## src/rtl/rx_cmd_ctrl.sv

```systemverilog
// rx_cmd_ctrl: frame-level command controller behind the UART receiver.
// Decodes write / read / ALU command frames from the received byte stream,
// issues register-file and ALU strobes, gates the ALU clock while an ALU
// command is in flight, and pushes results into the TX FIFO.
module rx_cmd_ctrl #(
  parameter int         ADDR_W      = 4,
  parameter int         TIMEOUT     = 1023,
  parameter logic [7:0] CMD_WR      = 8'hAA,
  parameter logic [7:0] CMD_RD      = 8'hBB,
  parameter logic [7:0] CMD_ALU_OP  = 8'hCC,
  parameter logic [7:0] CMD_ALU_NOP = 8'hDD
) (
  input  logic              CLK,
  input  logic              RST,
  input  logic [7:0]        RX_P_DATA,
  input  logic              RX_D_VLD,
  input  logic              RX_PAR_ERR,
  input  logic              RX_STP_ERR,
  output logic [ADDR_W-1:0] RF_ADDR,
  output logic              RF_WR_EN,
  output logic [7:0]        RF_WR_DATA,
  output logic              RF_RD_EN,
  input  logic [7:0]        RF_RD_DATA,
  input  logic              RF_RD_VLD,
  output logic              ALU_EN,
  output logic [3:0]        ALU_FUN,
  input  logic [15:0]       ALU_OUT,
  input  logic              ALU_OUT_VLD,
  output logic              CLK_GATE_EN,
  output logic [7:0]        TX_P_DATA,
  output logic              TX_D_VLD,
  input  logic              TX_FULL,
  output logic              FRAME_ERR
);

  localparam int              CNT_W    = (TIMEOUT > 2) ? $clog2(TIMEOUT) : 1;
  localparam logic [CNT_W-1:0] TMO_LAST = CNT_W'(TIMEOUT - 1);

  typedef enum logic [3:0] {
    IDLE, WR_ADDR, WR_DATA, RD_ADDR, RD_WAIT,
    OPA, OPB, FUN, ALU_WAIT, TX_B0, TX_B1
  } state_t;

  state_t           state;
  logic [CNT_W-1:0] tmo_cnt;
  // A read result is parked in the upper byte so TX_B1 always sends result[15:8].
  logic [15:0]      result;
  logic             rx_err;
  logic             step;

  assign rx_err = RX_PAR_ERR | RX_STP_ERR;

  // The event that advances a framed state: a result in the wait states, a byte otherwise.
  always_comb begin
    step = RX_D_VLD;
    if (state == RD_WAIT)       step = RF_RD_VLD;
    else if (state == ALU_WAIT) step = ALU_OUT_VLD;
  end

  // Frame sequencer with registered strobes, timeout and abort handling.
  always_ff @(posedge CLK or negedge RST) begin
    if (!RST) begin
      state       <= IDLE;
      tmo_cnt     <= '0;
      result      <= '0;
      RF_ADDR     <= '0;
      RF_WR_EN    <= 1'b0;
      RF_WR_DATA  <= '0;
      RF_RD_EN    <= 1'b0;
      ALU_EN      <= 1'b0;
      ALU_FUN     <= '0;
      CLK_GATE_EN <= 1'b0;
      TX_P_DATA   <= '0;
      TX_D_VLD    <= 1'b0;
      FRAME_ERR   <= 1'b0;
    end else begin
      RF_WR_EN  <= 1'b0;
      RF_RD_EN  <= 1'b0;
      ALU_EN    <= 1'b0;
      TX_D_VLD  <= 1'b0;
      FRAME_ERR <= 1'b0;
      case (state)
        IDLE: begin
          tmo_cnt <= '0;
          if (RX_D_VLD) begin
            if (RX_P_DATA == CMD_WR) begin
              state <= WR_ADDR;
            end else if (RX_P_DATA == CMD_RD) begin
              state <= RD_ADDR;
            end else if (RX_P_DATA == CMD_ALU_OP) begin
              state       <= OPA;
              CLK_GATE_EN <= 1'b1;
            end else if (RX_P_DATA == CMD_ALU_NOP) begin
              state       <= FUN;
              CLK_GATE_EN <= 1'b1;
            end else begin
              FRAME_ERR <= 1'b1;
            end
          end
        end
        TX_B0: begin
          tmo_cnt <= '0;
          if (RX_D_VLD) FRAME_ERR <= 1'b1;
          if (!TX_FULL) begin
            TX_D_VLD  <= 1'b1;
            TX_P_DATA <= result[7:0];
            state     <= TX_B1;
          end
        end
        TX_B1: begin
          tmo_cnt <= '0;
          if (RX_D_VLD) FRAME_ERR <= 1'b1;
          // Skip a cycle after a push so TX_D_VLD never stays high two cycles
          // and the FIFO full flag has caught up with the previous byte.
          if (!TX_FULL && !TX_D_VLD) begin
            TX_D_VLD  <= 1'b1;
            TX_P_DATA <= result[15:8];
            state     <= IDLE;
          end
        end
        default: begin
          if (rx_err) begin
            state       <= IDLE;
            tmo_cnt     <= '0;
            FRAME_ERR   <= 1'b1;
            CLK_GATE_EN <= 1'b0;
          end else begin
            if ((state == RD_WAIT || state == ALU_WAIT) && RX_D_VLD) FRAME_ERR <= 1'b1;
            if (step) begin
              tmo_cnt <= '0;
              case (state)
                WR_ADDR: begin
                  RF_ADDR <= RX_P_DATA[ADDR_W-1:0];
                  state   <= WR_DATA;
                end
                WR_DATA: begin
                  RF_WR_EN   <= 1'b1;
                  RF_WR_DATA <= RX_P_DATA;
                  state      <= IDLE;
                end
                RD_ADDR: begin
                  RF_RD_EN <= 1'b1;
                  RF_ADDR  <= RX_P_DATA[ADDR_W-1:0];
                  state    <= RD_WAIT;
                end
                RD_WAIT: begin
                  result <= {RF_RD_DATA, 8'h00};
                  state  <= TX_B1;
                end
                OPA: begin
                  RF_WR_EN   <= 1'b1;
                  RF_ADDR    <= '0;
                  RF_WR_DATA <= RX_P_DATA;
                  state      <= OPB;
                end
                OPB: begin
                  RF_WR_EN   <= 1'b1;
                  RF_ADDR    <= ADDR_W'(1);
                  RF_WR_DATA <= RX_P_DATA;
                  state      <= FUN;
                end
                FUN: begin
                  ALU_EN  <= 1'b1;
                  ALU_FUN <= RX_P_DATA[3:0];
                  state   <= ALU_WAIT;
                end
                ALU_WAIT: begin
                  result      <= ALU_OUT;
                  CLK_GATE_EN <= 1'b0;
                  state       <= TX_B0;
                end
                default: state <= IDLE;
              endcase
            end else if (tmo_cnt == TMO_LAST) begin
              state       <= IDLE;
              tmo_cnt     <= '0;
              FRAME_ERR   <= 1'b1;
              CLK_GATE_EN <= 1'b0;
            end else begin
              tmo_cnt <= tmo_cnt + 1'b1;
            end
          end
        end
      endcase
    end
  end

endmodule
```

## config.mk

```make
export PLATFORM = sky130hd
export DESIGN_NAME = rx_cmd_ctrl
export DESIGN_NICKNAME = d
export VERILOG_FILES = /design/src/rtl/rx_cmd_ctrl.sv
export SDC_FILE = /design/constraint.sdc
export NUM_CORES = 1
export LEC_CHECK = 0
export BUFFER_PORTS_ARGS = -buffer_cell sky130_fd_sc_hd__buf_4
export CAP_MARGIN = 20
export CORE_MARGIN = 3
export CORE_UTILIZATION = 48
export DETAILED_ROUTE_END_ITERATION = 10
export PLACE_DENSITY = 0.72
export SETUP_SLACK_MARGIN = 0.5
export SKIP_LAST_GASP = 1
export SLEW_MARGIN = 20
export SYNTH_ARGS = -nofsm -noshare
export SYNTH_HDL_FRONTEND = slang
export SYNTH_SLANG_ARGS = --single-unit
```

## constraint.sdc

```tcl
create_clock -name CLK -period 2 [get_ports CLK]
set_input_delay 0.2 -clock CLK [delete_from_list [all_inputs] [get_ports CLK]]
set_output_delay 0.2 -clock CLK [all_outputs]
set_load 0.01 [all_outputs]
```

* Yosys cells after proc, flatten, opt, wreduce, memory -nomap -nowiden
Cells that the tools add are included.
Widths: inputs -> output; s select.
** Storage, ports and cells
- Flip-flop bits (word level) :: 60
- Input bits :: 40
- Output and inout port bits :: 30
- Logic and storage cells :: 122
** Cells by class
- $add $sub $neg :: 1
- Equal/unequal tests :: 23
- Multiplexer cells :: 59
- Bitwise operators :: 4
- Reduce and logical (&&, ||, !) cells :: 22
** Operators by type and width (number)
- $mux 10 :: 4
- $mux 4 :: 10
- $mux 1 :: 35
- $eq 8x8->1 const B :: 4
- $pmux 16 s2 :: 1
- $pmux 4 s7 :: 1
- $pmux 4 s3 :: 2
- $eq 4x3->1 const B :: 4
- $mux 8 :: 2
- $pmux 8 s2 :: 1
- $reduce_and 4->1 :: 4
- $eq 4x4->1 const B :: 3
- $add 10x1->10 const B :: 1
- $eq 10x10->1 const B :: 1
- $ne 2x2->1 const B :: 5
- $eq 4x2->1 const B :: 2
- $reduce_and 7->1 :: 1
- $pmux 1 s2 :: 3
- $reduce_bool 6->1 :: 1
- $reduce_or 3->1 :: 2
- $ne 5x5->1 const B :: 1
- $reduce_and 5->1 :: 1
- $eq 4x1->1 const B :: 1
- $logic_not 4->1 :: 1
- other kinds (12) :: 18

* Depth between registers and ports, before layout
- Depth after elaboration :: 8
- Mapped depth :: 8
- Gate-level depth less buffers :: 7

* Worst setup path before layout
OpenSTA, ideal clock, no wires.
- Path kind :: register -> register
- Start :: register state[1]
- End :: register result[4]
- Setup time :: 0.121 ns
- Data arrival time :: 2.080 ns
- Data required time :: 1.879 ns
- Slack :: -0.201 ns
- Stages on the path, launching flop included :: 9
- Buffers on the path :: 3
- Period minus slack after synthesis :: 2.201 ns
- Path through :: dfrtp_1 buf_4 nor2_1 a21oi_1 or4b_4 or2_1 buf_6 buf_6 a22o_1
** On the way
- Longest elaborated chain between the ends :: 4
- Elaborated cells on any way between the ends :: 12
- Classes of those cells :: 4 x eq/ne; 3 x mux; 1 x bitwise; 4 x reduce/logical
** RTL lines
- start: declaration :: line 44 : state_t state;
- start signal: assignment :: line 63 : state <= IDLE;
- start signal: assignment :: line 87 : state <= WR_ADDR;
- start signal: assignment :: line 89 : state <= RD_ADDR;
- $eq 4x4->1, or another cell as far along :: line 57, 131
- $mux 1 / $reduce_or 3->1 (equally long branches)
- $mux 1 / $not 1->1 (equally long branches)
- $reduce_and 4->1 (no line)
- end signal: assignment :: line 147 : result <= {RF_RD_DATA, 8'h00};
- end: declaration :: line 47 : logic [15:0] result;
Parallel ways exist; a longest one is shown, timed or not.
A chain may end at the register's enable or synchronous reset.

* Worst setup path after layout
- Start :: register state[3]
- End :: register RF_WR_DATA[5]
** On the way
- Longest elaborated chain between the ends :: 4
- Elaborated cells on any way between the ends :: 14
- Classes of those cells :: 7 x eq/ne; 2 x mux; 1 x bitwise; 4 x reduce/logical
** RTL lines
- $eq 4x4->1, or another cell as far along :: line 57 : else if (state == ALU_WAIT) step = ALU_OUT_VLD;
- $mux 1 / $reduce_or 3->1 (equally long branches)
- $mux 1 / $not 1->1 (equally long branches)
- $reduce_and 4->1 (no line) *
- end signal: assignment :: line 68 : RF_WR_DATA <= '0;
- end signal: assignment :: line 138 : RF_WR_DATA <= RX_P_DATA;
- end signal: assignment :: line 153 : RF_WR_DATA <= RX_P_DATA;
- end: declaration :: line 21 : output logic [7:0] RF_WR_DATA,
Every way passes the cells marked *; elsewhere a longest branch is shown, timed or not.

==> results.md <==
- Number of synthesized flops with an enable pin: 0
- Mapped Nets: 317
- Crit path launch type: flip-flop
- Compound-Gate Fraction of Synth Area: 15.1%
- Crit end category: flip-flop
- Post-synth ARST share: 100%
- Global route overflow: 0
- Antenna diodes: 0
- Die width: 85.1 um
- Crit path largest cell delay: 0.51 ns
- Crit Path Class: flip-flop to flip-flop
- Clk sinks: 60
- Skew-Pair Late Insertion Delay: 0.34 ns
- Synth cell types: 48
- Status: complete, but fails checks
- RSZ-0062 raised after global routing: true
- Required time of the critical path: 2.23 ns
- Via density: 5.69
- Max Cap Viol: 0
- Post-Route WL: 9010 um
- Inserted Clock Buffers: 9
- Fillcell total: 375
- Hold Path Class: input port to flip-flop
- Final worst slack: -0.254 ns
- Mux cell area share after synthesis: 12.7%
- Die Footprint: 7240 um2
- Synth Area in XOR/XNOR: 3.21%
- Critical Path AT: 2.48 ns
- Flops & latches, synth: 60
- Crit path from: state[3]$_DFFE_PN0P_
- Worst-path clk slew: 0.07 ns
- Slew Viols, Final: 0
- Row cnt: 28
- Worst Min Path Start: ALU_OUT[5]
- Leakage: 2.09 nW
- First-pass GRT wire length: 12,700 um
- Largest family of logic cells by synthesized area: compound AO/OA/AOI/OAI gates
- Initial Util: 50.1%
- Max_slew headroom: 49.1%
- Top_reg_cell synth: dfrtp_1
- Period utilization: 113%
- Synth Area per Inst: 10.9 um2
- Skew final: 0.00536 ns
- Warnings from Yosys: 0
- CP Cell Sequence: buf_6, nand2b_4, a32oi_4, buf_4, or4b_4, a21o_4, mux2_4
- Endpoints failing hold: 0
- IO Port Bufs: 69
- Dpl ws: -0.317 ns
- Post-place instance area: 3800 um2
- Area growth, synth to finish: 56.5%
- Final nets: 440
- Layout cells sized above 1: 56.3%
- Final setup fails: 38
- DR pass1 iterations: 4
- Wirelength per Cell: 18.8 um
- Largest net degree at the start of global routing: 61
- Tot GR Track Use: 22.5%
- Worst Tran Pin Value: 0.764 ns
- CTS tree: yes
- H-tree depth: 3
- Initial antenna violation count: 0
- Multi-input gate area: 1820 um2
- I/O Pins: 70
- TNS Setup: -7.44 ns
- Syn Inst Count: 275
- RR Startpoint: state[3]$_DFFE_PN0P_
- Synthesized area: 3000 um2
- CTS Root Cell: clkbuf_8
- Pwr Density: 1280 nW/um2
- Starting DRC count in detailed routing: 195
- Min cycle time layout: 2.25 ns
- DRC: 0
- Worst-case clock buffer depth: 2
- Design area: 4700 um2
- Tightest hold margin: 0.0663 ns
- Die Y-Extent: 85.1 um
- Vias in the first global route: 2,550
- Routed Antenna Nets: 0
- Post-Synth Adder-Cell Area: 0.833%
- Sequential area share after synthesis: 50.0%
- Peak supply drop: 0.778 mV
- Fmax: 444 MHz
- Failing checks: setup timing
- Critical path's slowest cell: or4b_4
- Final Total Pwr: 6.04 mW
- Routability Congestion: 0.851
- Post-DP HPWL: 5140 um
- Simple-gate share of the synthesized area: 15.0%
- Core area: 5990 um2
- Vias: 2,719
- Critical Path Fanout Max: 5
- FF/Latch Area: 1510 um2
## per-stage QoR
stage	instances	utilization, %
3_5_place_dp	437	63.5
2_1_floorplan	275	-
4_1_cts	468	73.1
6_report	478	78.5
5_1_grt	478	78.5
3_3_place_gp	437	63.5
## worst max-delay path: cells and delay by family (launching register included)
kind                   cells  cell delay [ns]
AND/OR/NAND/NOR            2             0.65
buffers and inverters      2             0.28
multiplexers               1             0.30
flip-flops                 1             0.43
AO/OA/AOI/OAI              2             0.47
## placed cells by master (no fill, tap or decap), types with 3 or more instances in the layout
master,synthesis,final
nand2_1,16,13
mux2i_1,16,16
nor2_4,0,9
dfrtp_2,0,4
xor2_1,7,7
o21ai_1,10,16
mux2_4,8,15
nor2b_4,0,3
nor2_2,0,11
dfrtp_1,60,56
xnor2_1,4,4
clkbuf_8,0,12
o21ai_0,19,4
a22o_1,10,10
buf_4,1,104
nor2_1,30,10
o21ai_2,0,8
or4b_4,1,4
a21oi_2,0,9
nor4_1,3,3
nand4_1,3,3
nand2b_1,5,3
buf_6,3,13
a21o_4,0,3
o31ai_1,6,4
## path summary, 6_finish.rpt
path | to | slack, ns | cells past startpoint
setup / recovery | RF_WR_DATA[5]$_DFFE_PN0P_ | -0.25 | 7
hold / removal | result[5]$_DFFE_PN0P_ | 0.07 | 2
setup reg to reg | RF_WR_DATA[5]$_DFFE_PN0P_ | -0.25 | 7
hold reg to reg | RF_ADDR[3]$_DFFE_PN0P_ | 0.51 | 2
max in group asynchronous | state[3]$_DFFE_PN0P_ | 0.98 | 2
min in group asynchronous | TX_P_DATA[2]$_DFFE_PN0P_ | 0.47 | 2
## cells in the mapped netlist (2+ instances only)
cell | count | share of area (%)
nor2_1 | 30 | 3.8
ha_1 | 2 | 0.83
nand4_1 | 3 | 0.63
mux2_2 | 3 | 1.1
or4b_1 | 3 | 1.0
clkbuf_1 | 4 | 0.50
a21oi_1 | 13 | 2.2
nand3_1 | 2 | 0.33
mux2_1 | 6 | 2.2
and2_1 | 2 | 0.42
o21ai_0 | 19 | 3.2
xnor2_1 | 4 | 1.2
nand2_1 | 16 | 2.0
nor2b_1 | 4 | 0.83
o31ai_1 | 6 | 1.5
xor2_1 | 7 | 2.0
dfrtp_1 | 60 | 50
nor4bb_1 | 3 | 1.0
and4_1 | 2 | 0.58
buf_2 | 6 | 1.0
buf_6 | 3 | 1.1
mux2i_1 | 16 | 5.3
nor4_1 | 3 | 0.63
mux2_4 | 8 | 4.0
and3_1 | 2 | 0.42
nand2b_1 | 5 | 1.0
o21ai_1 | 10 | 1.7
nor3_1 | 3 | 0.50
a21o_1 | 2 | 0.50
a22o_1 | 10 | 2.9
## logic make-up (layout without fill, tap and decap cells)
kind of cell             Yosys count  count (layout)
AO/OA/AOI/OAI                     69              70
adder cells (fa/ha/maj)            2               2
buffers and inverters             16             141
AND/OR/NAND/NOR                   84              86
XOR/XNOR                          11              11
multiplexers                      33              33
flip-flops                        60              60
## timing repair
action	CTS	global route
pin swaps	10	13
buffers inserted	11	7
gates cloned	3	3
gates resized for setup	64	54
hold endpoints to repair	60	0
setup endpoints to repair	60	60
hold buffers	1	0
## flip-flops by register name (all words and copies together) (netlist names), 4 cells and up
name and flops:
result 16, tmo_cnt 10, RF_WR_DATA 8, TX_P_DATA 8
ALU_FUN 4, RF_ADDR 4, state 4
## where the power goes
part           internal [mW]  leakage, nW  total [mW]  switching, mW
sequential              1.58        0.784        1.90          0.312
clock                  0.800        0.122        1.30          0.496
combinational           1.49         1.18        2.85           1.36
total                   3.87         2.09        6.04           2.16
## final cells by class
class,instances,area share [%]
Sequential cell,60,32.0
Inverter,2,0.160
Clock inverter,4,1.49
Timing Repair Buffer,123,22.1
Clock buffer,12,3.51
Multi-Input combinational cell,202,38.7
Tap cell,75,2.00
## metal layers
metal	wire (um)	track usage [%]	share of wire, %
met5	0	0	0
met4	195	8.20	2.2
met3	471	3.98	5.2
met2	4520	34.9	50
met1	3820	31.9	42
(Power assumes the default switching activity.)
